## config.mk

```make
export PLATFORM = sky130hd
export DESIGN_NAME = mac_accumulator
export DESIGN_NICKNAME = d
export VERILOG_FILES = /design/src/rtl/mac_accumulator.sv
export SDC_FILE = /design/constraint.sdc
export NUM_CORES = 1
export LEC_CHECK = 0
export BUFFER_PORTS_ARGS = -buffer_cell sky130_fd_sc_hd__buf_2
export CAP_MARGIN = 20
export CORE_UTILIZATION = 40
export DETAILED_ROUTE_END_ITERATION = 8
export PLACE_DENSITY = 0.67
export SYNTH_ARGS = -nofsm -noshare
export SYNTH_HDL_FRONTEND = slang
export SYNTH_SLANG_ARGS = --single-unit
```

## constraint.sdc

```tcl
create_clock -name clk -period 5.3 [get_ports clk]
set_input_delay 1.06 -clock clk [delete_from_list [all_inputs] [get_ports clk]]
set_output_delay 1.06 -clock clk [all_outputs]
set_load 0.01 [all_outputs]
```

## src/rtl/mac_accumulator.sv

```systemverilog
// Group accumulator behind the PE multiplier: sums in_last-delimited
// product groups and hands each result downstream over valid/ready.
//
// Ports:
//   clk        rising-edge clock
//   rst_n      synchronous reset, active-high (1 = reset)
//   in_valid   in_prod / in_last valid
//   in_ready   stage can accept a beat
//   in_prod    signed/unsigned product, WIDTH_MUL bits
//   in_last    final beat of the current group
//   out_valid  group result valid
//   out_ready  downstream accepts result
//   out_acc    group sum, WIDTH_ACC bits
//   out_ovf    saturation/wrap occurred in this group
//   out_count  beats in this group (saturating)
module mac_accumulator #(
    parameter int WIDTH_MUL = 16,
    parameter int WIDTH_ACC = 32,
    parameter bit SIGNED    = 1'b1,
    parameter bit SATURATE  = 1'b1,
    parameter int CNT_W     = 8
) (
    input  logic                 clk,
    input  logic                 rst_n,
    input  logic                 in_valid,
    output logic                 in_ready,
    input  logic [WIDTH_MUL-1:0] in_prod,
    input  logic                 in_last,
    output logic                 out_valid,
    input  logic                 out_ready,
    output logic [WIDTH_ACC-1:0] out_acc,
    output logic                 out_ovf,
    output logic [CNT_W-1:0]     out_count
);

    localparam int EXT_W = WIDTH_ACC + 1 - WIDTH_MUL;

    localparam logic [WIDTH_ACC-1:0] S_MAX =
        {1'b0, {(WIDTH_ACC-1){1'b1}}};
    localparam logic [WIDTH_ACC-1:0] S_MIN =
        {1'b1, {(WIDTH_ACC-1){1'b0}}};
    localparam logic [WIDTH_ACC-1:0] U_MAX = '1;
    localparam logic [CNT_W-1:0]     CNT_MAX = '1;

    typedef enum logic [1:0] {
        IDLE  = 2'd0,
        ACCUM = 2'd1,
        HOLD  = 2'd2
    } state_t;

    state_t               state_q, state_d;
    logic [WIDTH_ACC-1:0] acc_q, acc_d;
    logic [CNT_W-1:0]     cnt_q, cnt_d;
    logic                 ovf_q, ovf_d;

    logic                 accept;
    logic                 start;
    logic [WIDTH_ACC:0]   prod_x;
    logic [WIDTH_ACC:0]   base_x;
    logic [WIDTH_ACC:0]   sum_x;
    logic                 sum_ovf;
    logic [WIDTH_ACC-1:0] sum_fix;

    assign in_ready = (state_q != HOLD) || out_ready;
    assign accept   = in_valid && in_ready;
    // Any beat outside ACCUM opens a fresh group, including one
    // taken while the held result drains.
    assign start    = (state_q != ACCUM);

    always_comb begin
        prod_x = {{EXT_W{SIGNED & in_prod[WIDTH_MUL-1]}}, in_prod};
        base_x = '0;
        if (!start) begin
            base_x = {SIGNED & acc_q[WIDTH_ACC-1], acc_q};
        end
        sum_x = base_x + prod_x;
        // Signed: the extra bit disagrees with the top result bit.
        // Unsigned: a carry out of the result width.
        if (SIGNED) begin
            sum_ovf = sum_x[WIDTH_ACC] ^ sum_x[WIDTH_ACC-1];
        end else begin
            sum_ovf = sum_x[WIDTH_ACC];
        end
        sum_fix = sum_x[WIDTH_ACC-1:0];
        if (sum_ovf && SATURATE) begin
            if (SIGNED) begin
                sum_fix = sum_x[WIDTH_ACC] ? S_MIN : S_MAX;
            end else begin
                sum_fix = U_MAX;
            end
        end
    end

    always_comb begin
        state_d = state_q;
        acc_d   = acc_q;
        cnt_d   = cnt_q;
        ovf_d   = ovf_q;
        unique case (state_q)
            IDLE, ACCUM, HOLD: begin
                if (accept) begin
                    acc_d = sum_fix;
                    if (start) begin
                        cnt_d = CNT_W'(1);
                        ovf_d = sum_ovf;
                    end else begin
                        if (cnt_q != CNT_MAX) begin
                            cnt_d = cnt_q + 1'b1;
                        end
                        ovf_d = ovf_q | sum_ovf;
                    end
                    state_d = in_last ? HOLD : ACCUM;
                end else if (state_q == HOLD && out_ready) begin
                    state_d = IDLE;
                end
            end
            default: state_d = IDLE;
        endcase
    end

    always_ff @(posedge clk) begin
        if (rst_n) begin
            state_q <= IDLE;
            acc_q   <= '0;
            cnt_q   <= '0;
            ovf_q   <= 1'b0;
        end else begin
            state_q <= state_d;
            acc_q   <= acc_d;
            cnt_q   <= cnt_d;
            ovf_q   <= ovf_d;
        end
    end

    assign out_valid = (state_q == HOLD);
    assign out_acc   = acc_q;
    assign out_ovf   = ovf_q;
    assign out_count = cnt_q;

endmodule
```

# [Word-level counts from Yosys, hierarchy flattened]
# Cells that the tools add are included.
# W data, S select, Z words.
[word_totals] regBits=43 input_bits=21
[classes] addsub=2 eq_ne=5 mux=9 bitwise=3 reduce_logical=10
[ops] cell="$mux W32" n=2
[ops] cell="$add A33 B33 Y33" n=1
[ops] cell="$mux W33" n=1
[ops] cell="$mux W8" n=2
[ops] cell="$add A8 B1 Y8 const B" n=1
[ops] cell="$ne A8 B8 Y1 const B" n=1
[ops] cell="$mux W2" n=3
[ops] cell="$reduce_bool A2 Y1" n=2
[ops] cell="$reduce_and A3 Y1" n=1
[ops] cell="$reduce_or A3 Y1" n=1
[ops] cell="$eq A2 B1 Y1 const B" n=1
[ops] cell="$eq A2 B2 Y1 const B" n=1
[ops] cell="$logic_and A1 B1 Y1" n=2
[ops] cell="$logic_not A2 Y1" n=1
[ops] cell="$ne A2 B1 Y1 const B" n=1
[ops] cell="$ne A2 B2 Y1 const B" n=1
[ops] cell="$reduce_and A2 Y1" n=1
[ops] cell="$reduce_or A2 Y1" n=1
[ops] cell="$logic_or A1 B1 Y1" n=1
[ops] cell="$mux W1" n=1
[ops] cell="$not A1 Y1" n=1
[ops] cell="$or A1 B1 Y1" n=1
[ops] cell="$xor A1 B1 Y1" n=1

# [Logic depth before layout (Yosys ltp)]
[depth] ltp_word=6 mapped_depth=17 ltp_nobuf=15

# [Least setup slack after synthesis]
# OpenSTA, ideal clock, no wires.
[synth_timing] path_type="reg2reg" startpoint="register state_q[0]" endpoint="register acc_q[21], in the netlist out_acc[21]" setup_ns=0.081 arrival_ns=3.589 required_ns=5.219 setup_slack_ns=1.630 stages_incl_launch_ff=18 synth_period_minus_slack_ns=3.670 path_cell_list="dfxtp_1 -> inv_1 -> nor2_1 -> clkbuf_1 -> and2_1 -> ha_1 -> inv_1 -> fa_1 -> nand2b_1 -> a21oi_2 -> o211ai_2 -> a31oi_4 -> a31oi_2 -> a221o_1 -> buf_6 -> buf_6 -> maj3_2 -> a211oi_2"
[synth_via] elab_chain_cells=5 word_cells_on_any_way=14 cone_classes="add/sub: 1; eq/ne: 4; mux: 3; bitwise: 1; reduce/logical: 5"
[synth_lines] item="start: declaration" line="51" rtl="state_t state_q, state_d;"
[synth_lines] item="start signal: assignment" line="128" rtl="state_q <= state_d;"
[synth_lines] item="$ne A2 B1 Y1" line="68" rtl="assign start = (state_q != ACCUM);"
[synth_lines] item="$mux W33" line="73" rtl="if (!start) begin"
[synth_lines] item="$add A33 B33 Y33" line="76" rtl="sum_x = base_x + prod_x;"
[synth_lines] item="$mux W32 / $xor A1 B1 Y1 (equally long branches)" line="87, 80"
[synth_lines] item="$mux W32" line="85" rtl="if (sum_ovf && SATURATE) begin"
[synth_lines] item="end signal: assignment" line="124" rtl="acc_q <= '0;"
[synth_lines] item="end signal: assignment" line="129" rtl="acc_q <= acc_d;"
[synth_lines] item="end: declaration" line="52" rtl="logic [WIDTH_ACC-1:0] acc_q, acc_d;"
# Parallel ways exist; a longest one is shown, timed or not.
# A chain may end at the register's enable or synchronous reset.

# [Final worst setup path]
[layout_timing] startpoint="register state_q[0]" endpoint="register acc_q[14], in the netlist out_acc[14]"
# Same word-level chain as after synthesis.

==> qor.csv <==
stage,metric,value,unit
logic_synthesis,Synth async-reset ratio,0,%
logic_synthesis,"EDFF count, synth",0,
power,Gate power share,34.7,%
logic_synthesis,Synth Register Bits,43,
setup_path,CP Max Fanout,35,
logic_synthesis,post-synth cell types,53,
clocking,# Post-CTS Setup Buffers,0,
grt,antenna violations before repair,0,
setup_path,Worst setup SP type,flop,
routing,Vias,3617,
grt,first-pass GRT wire length,15.4,mm
sta,"Setup violations, final",0,
routing,DR pass1 iterations,5,
floorplan,initial core utilization,41.2,%
sta,"Min Clock Period, post-route",4.42,ns
sta,Layout Skew,0.00762,ns
clocking,CTS tree,done,
clocking,post-cts resize count,0,
worst_hold_path,Hold/Removal Path Class,reg2reg,
layout,ANT cells,0,
routing,total routed wirelength,9.54,mm
setup_path,Worst setup EP type,flop,
clocking,Clock Sinks,43,
logic_synthesis,most used flip-flop cell after synthesis,dfxtp_1,
sta,RSZ-0062 raised after global routing,no,
placed_design,I/O Buffers,63,
routing,First DRT Iteration DRCs,147,
grt,GRT overflow,0,
grt,largest net degree at the start of global routing,65,
logic_synthesis,Syn Std Cell Area,4000,sq um
layout,Layout area overhead,12.2,%
floorplan,die area,10400,sq um
placed_design,Placed Instance Area,4400,sq um
power,Net Sw Frac,37.5,%
power,P_leak,1.89,nW
routing,Avg WL per Cell,14.4,um
sta,"Slew Viols, Final",0,
routing,Avg Vias per Cell,5.45,
floorplan,die span in y,102,um
setup_path,worst-case reg-to-reg path depth,16,
floorplan,total core area,9730,sq um
floorplan,Boundary Pins,64,
power,Clk network pwr share,25.8,%
logic_synthesis,syn avg cell area,8.32,sq um
clocking,clk root buf,clkbuf_8,
setup_path,critical path class,reg2reg,
sta,Worst-Margin Slew,1.03,ns
setup_path,"Req. time, crit path",5.53,ns
power,Reg power frac,39.5,%
logic_synthesis,Syn Inst Count,481,
power,NetSw,0.350,mW
layout,Total Nets Final,585,
run_status,status,completed,
clocking,Num CTS Buffers,5,
grt,GRT Util Overall,18.4,%
setup_path,CP arrival,4.65,ns
power,PD cells,208,nW/um^2
clocking,clock-pin slew on the worst setup and hold paths,0.10,ns
power,VDD IR-drop max,0.0000964,V
layout,share of layout cells above drive strength 1,26.6,%
placed_design,Final HPWL DP,7.09,mm
logic_synthesis,part of the Yosys area used for sequential elements,21.5,%
worst_hold_path,hold path depth,2,
sta,crit share post-route,83.5,%
sta,fmax,226,MHz
clocking,# H-tree levels,2,
logic_synthesis,YS warnings,0,
layout,most frequent cells in the layout,"nor2_1 (63), buf_2 (63), dfxtp_1 (43), and2_1 (35), ha_1 (33)",
clocking,Max Root-Sink Buffers,2,
sta,"Hold Vio Cnt, Final",0,
logic_synthesis,Syn Nets,536,
routing,Antenna Nets Post-Route,0,
grt,vias in the first global route,3267,
floorplan,FP Rows,36,
clocking,cts hold-fix bufs,0,
power,total power,0.933,mW
placed_design,RD Place Congestion,0.850,
floorplan,die width,102,um
clocking,worst skew pair latency,0.31,ns
routing,drt drc,0,
sta,headroom to the max-slew limit,31.5,%
layout,fin area,4490,sq um
power,internal power,0.583,mW
run,total of max-cap violations,0,
sta,Final TNS setup,0,ns
-- power groups by stage --
stage                     clock network (mW)  registers [mW]  logic, mW
final                                  0.241           0.368      0.324
after detailed placement                   0           0.376      0.323
after floorplan                            0           0.384      0.239
after global routing                   0.263           0.373      0.356
after global placement                     0           0.375      0.318
after CTS                              0.244           0.369      0.325
-- registers in the layout, summed over array words and instances (netlist names) --
signal and cells:
out_acc 32, out_count 8, state_q 2, out_ovf 1
-- worst paths after layout --
path	start	endpoint	slack (ns)
max	state_q[0]$_SDFFE_PP0P_	out_acc[14]$_SDFFE_PP0P_	0.88
min reg2reg	out_ovf$_SDFFE_PP0P_	out_ovf$_SDFFE_PP0P_	0.49
max reg2reg	state_q[0]$_SDFFE_PP0P_	out_acc[14]$_SDFFE_PP0P_	0.88
min	out_ovf$_SDFFE_PP0P_	out_ovf$_SDFFE_PP0P_	0.49
-- critical path, cell delays in order, from the launching register on --
cell	delay, ns
dfxtp_1	0.39
inv_1	0.11
nor2_1	0.11
buf_4	0.32
and2_1	0.19
ha_1	0.20
inv_1	0.07
fa_1	0.40
nand2b_1	0.19
a21oi_2	0.19
o211ai_2	0.15
a31oi_4	0.24
a31oi_2	0.15
a221o_1	0.70
buf_4	0.36
maj3_2	0.33
a211oi_2	0.22
-- cell families (layout without fill, tap and decap cells) --
kind of cell             after synthesis  after routing  synth area share (%)
AO/OA/AOI/OAI                        134            134                  26.5
XOR/XNOR                              35             35                  7.66
adder cells (fa/ha/maj)               65             65                  19.4
buffers and inverters                 39             89                  4.56
flip-flops                            43             43                  21.5
multiplexers                           2              2                 0.500
AND/OR/NAND/NOR                      163            163                  19.8
-- layer usage --
metal	routed length [um]	GRT usage, %	part of all wire, %	up-vias
met5	0	0	0	-
met1	4810	26.0	50	1696
li1	-	-	-	1845
met2	4320	29.1	45	65
met4	115	5.16	1.2	0
met3	290	2.80	3.0	11
-- cell type report --
| cell class | count | area (sq um) |
|---|---|---|
| tap | 133 | 166 |
| inverter | 14 | 52.6 |
| timing repair buffer | 67 | 345 |
| clock inverter | 3 | 26.3 |
| clock buffer | 5 | 68.8 |
| multi-input combinational | 399 | 2970 |
| sequential | 43 | 861 |
| fill | 1005 | 5240 |
-- metrics by stage --
stage               std cells  utilization [%]  hold slack, ns  setup WS [ns]
floorplan                 481                -           0.476           1.63
global placement          656             45.2           0.468          0.987
detailed placement        656             45.2           0.470          0.857
CTS                       664             46.2           0.485          0.864
global route              664             46.2           0.529          0.612
finish                    664             46.2           0.486          0.877
-- Yosys cell counts, drive strengths merged, types with 10 or more instances --
master	number	area, sq um
nor2	63	236
dfxtp	43	861
and2	35	219
a211oi	33	388
ha	33	413
maj3	31	345
a21oi	30	154
nand2	24	97.6
o21ai	20	100
xor2	18	158
xnor2	17	149
clkbuf	16	61.3
inv	14	52.6
nand3	11	55.1
nor3	10	61.3
No activity file was read; power rests on OpenSTA's default activity.
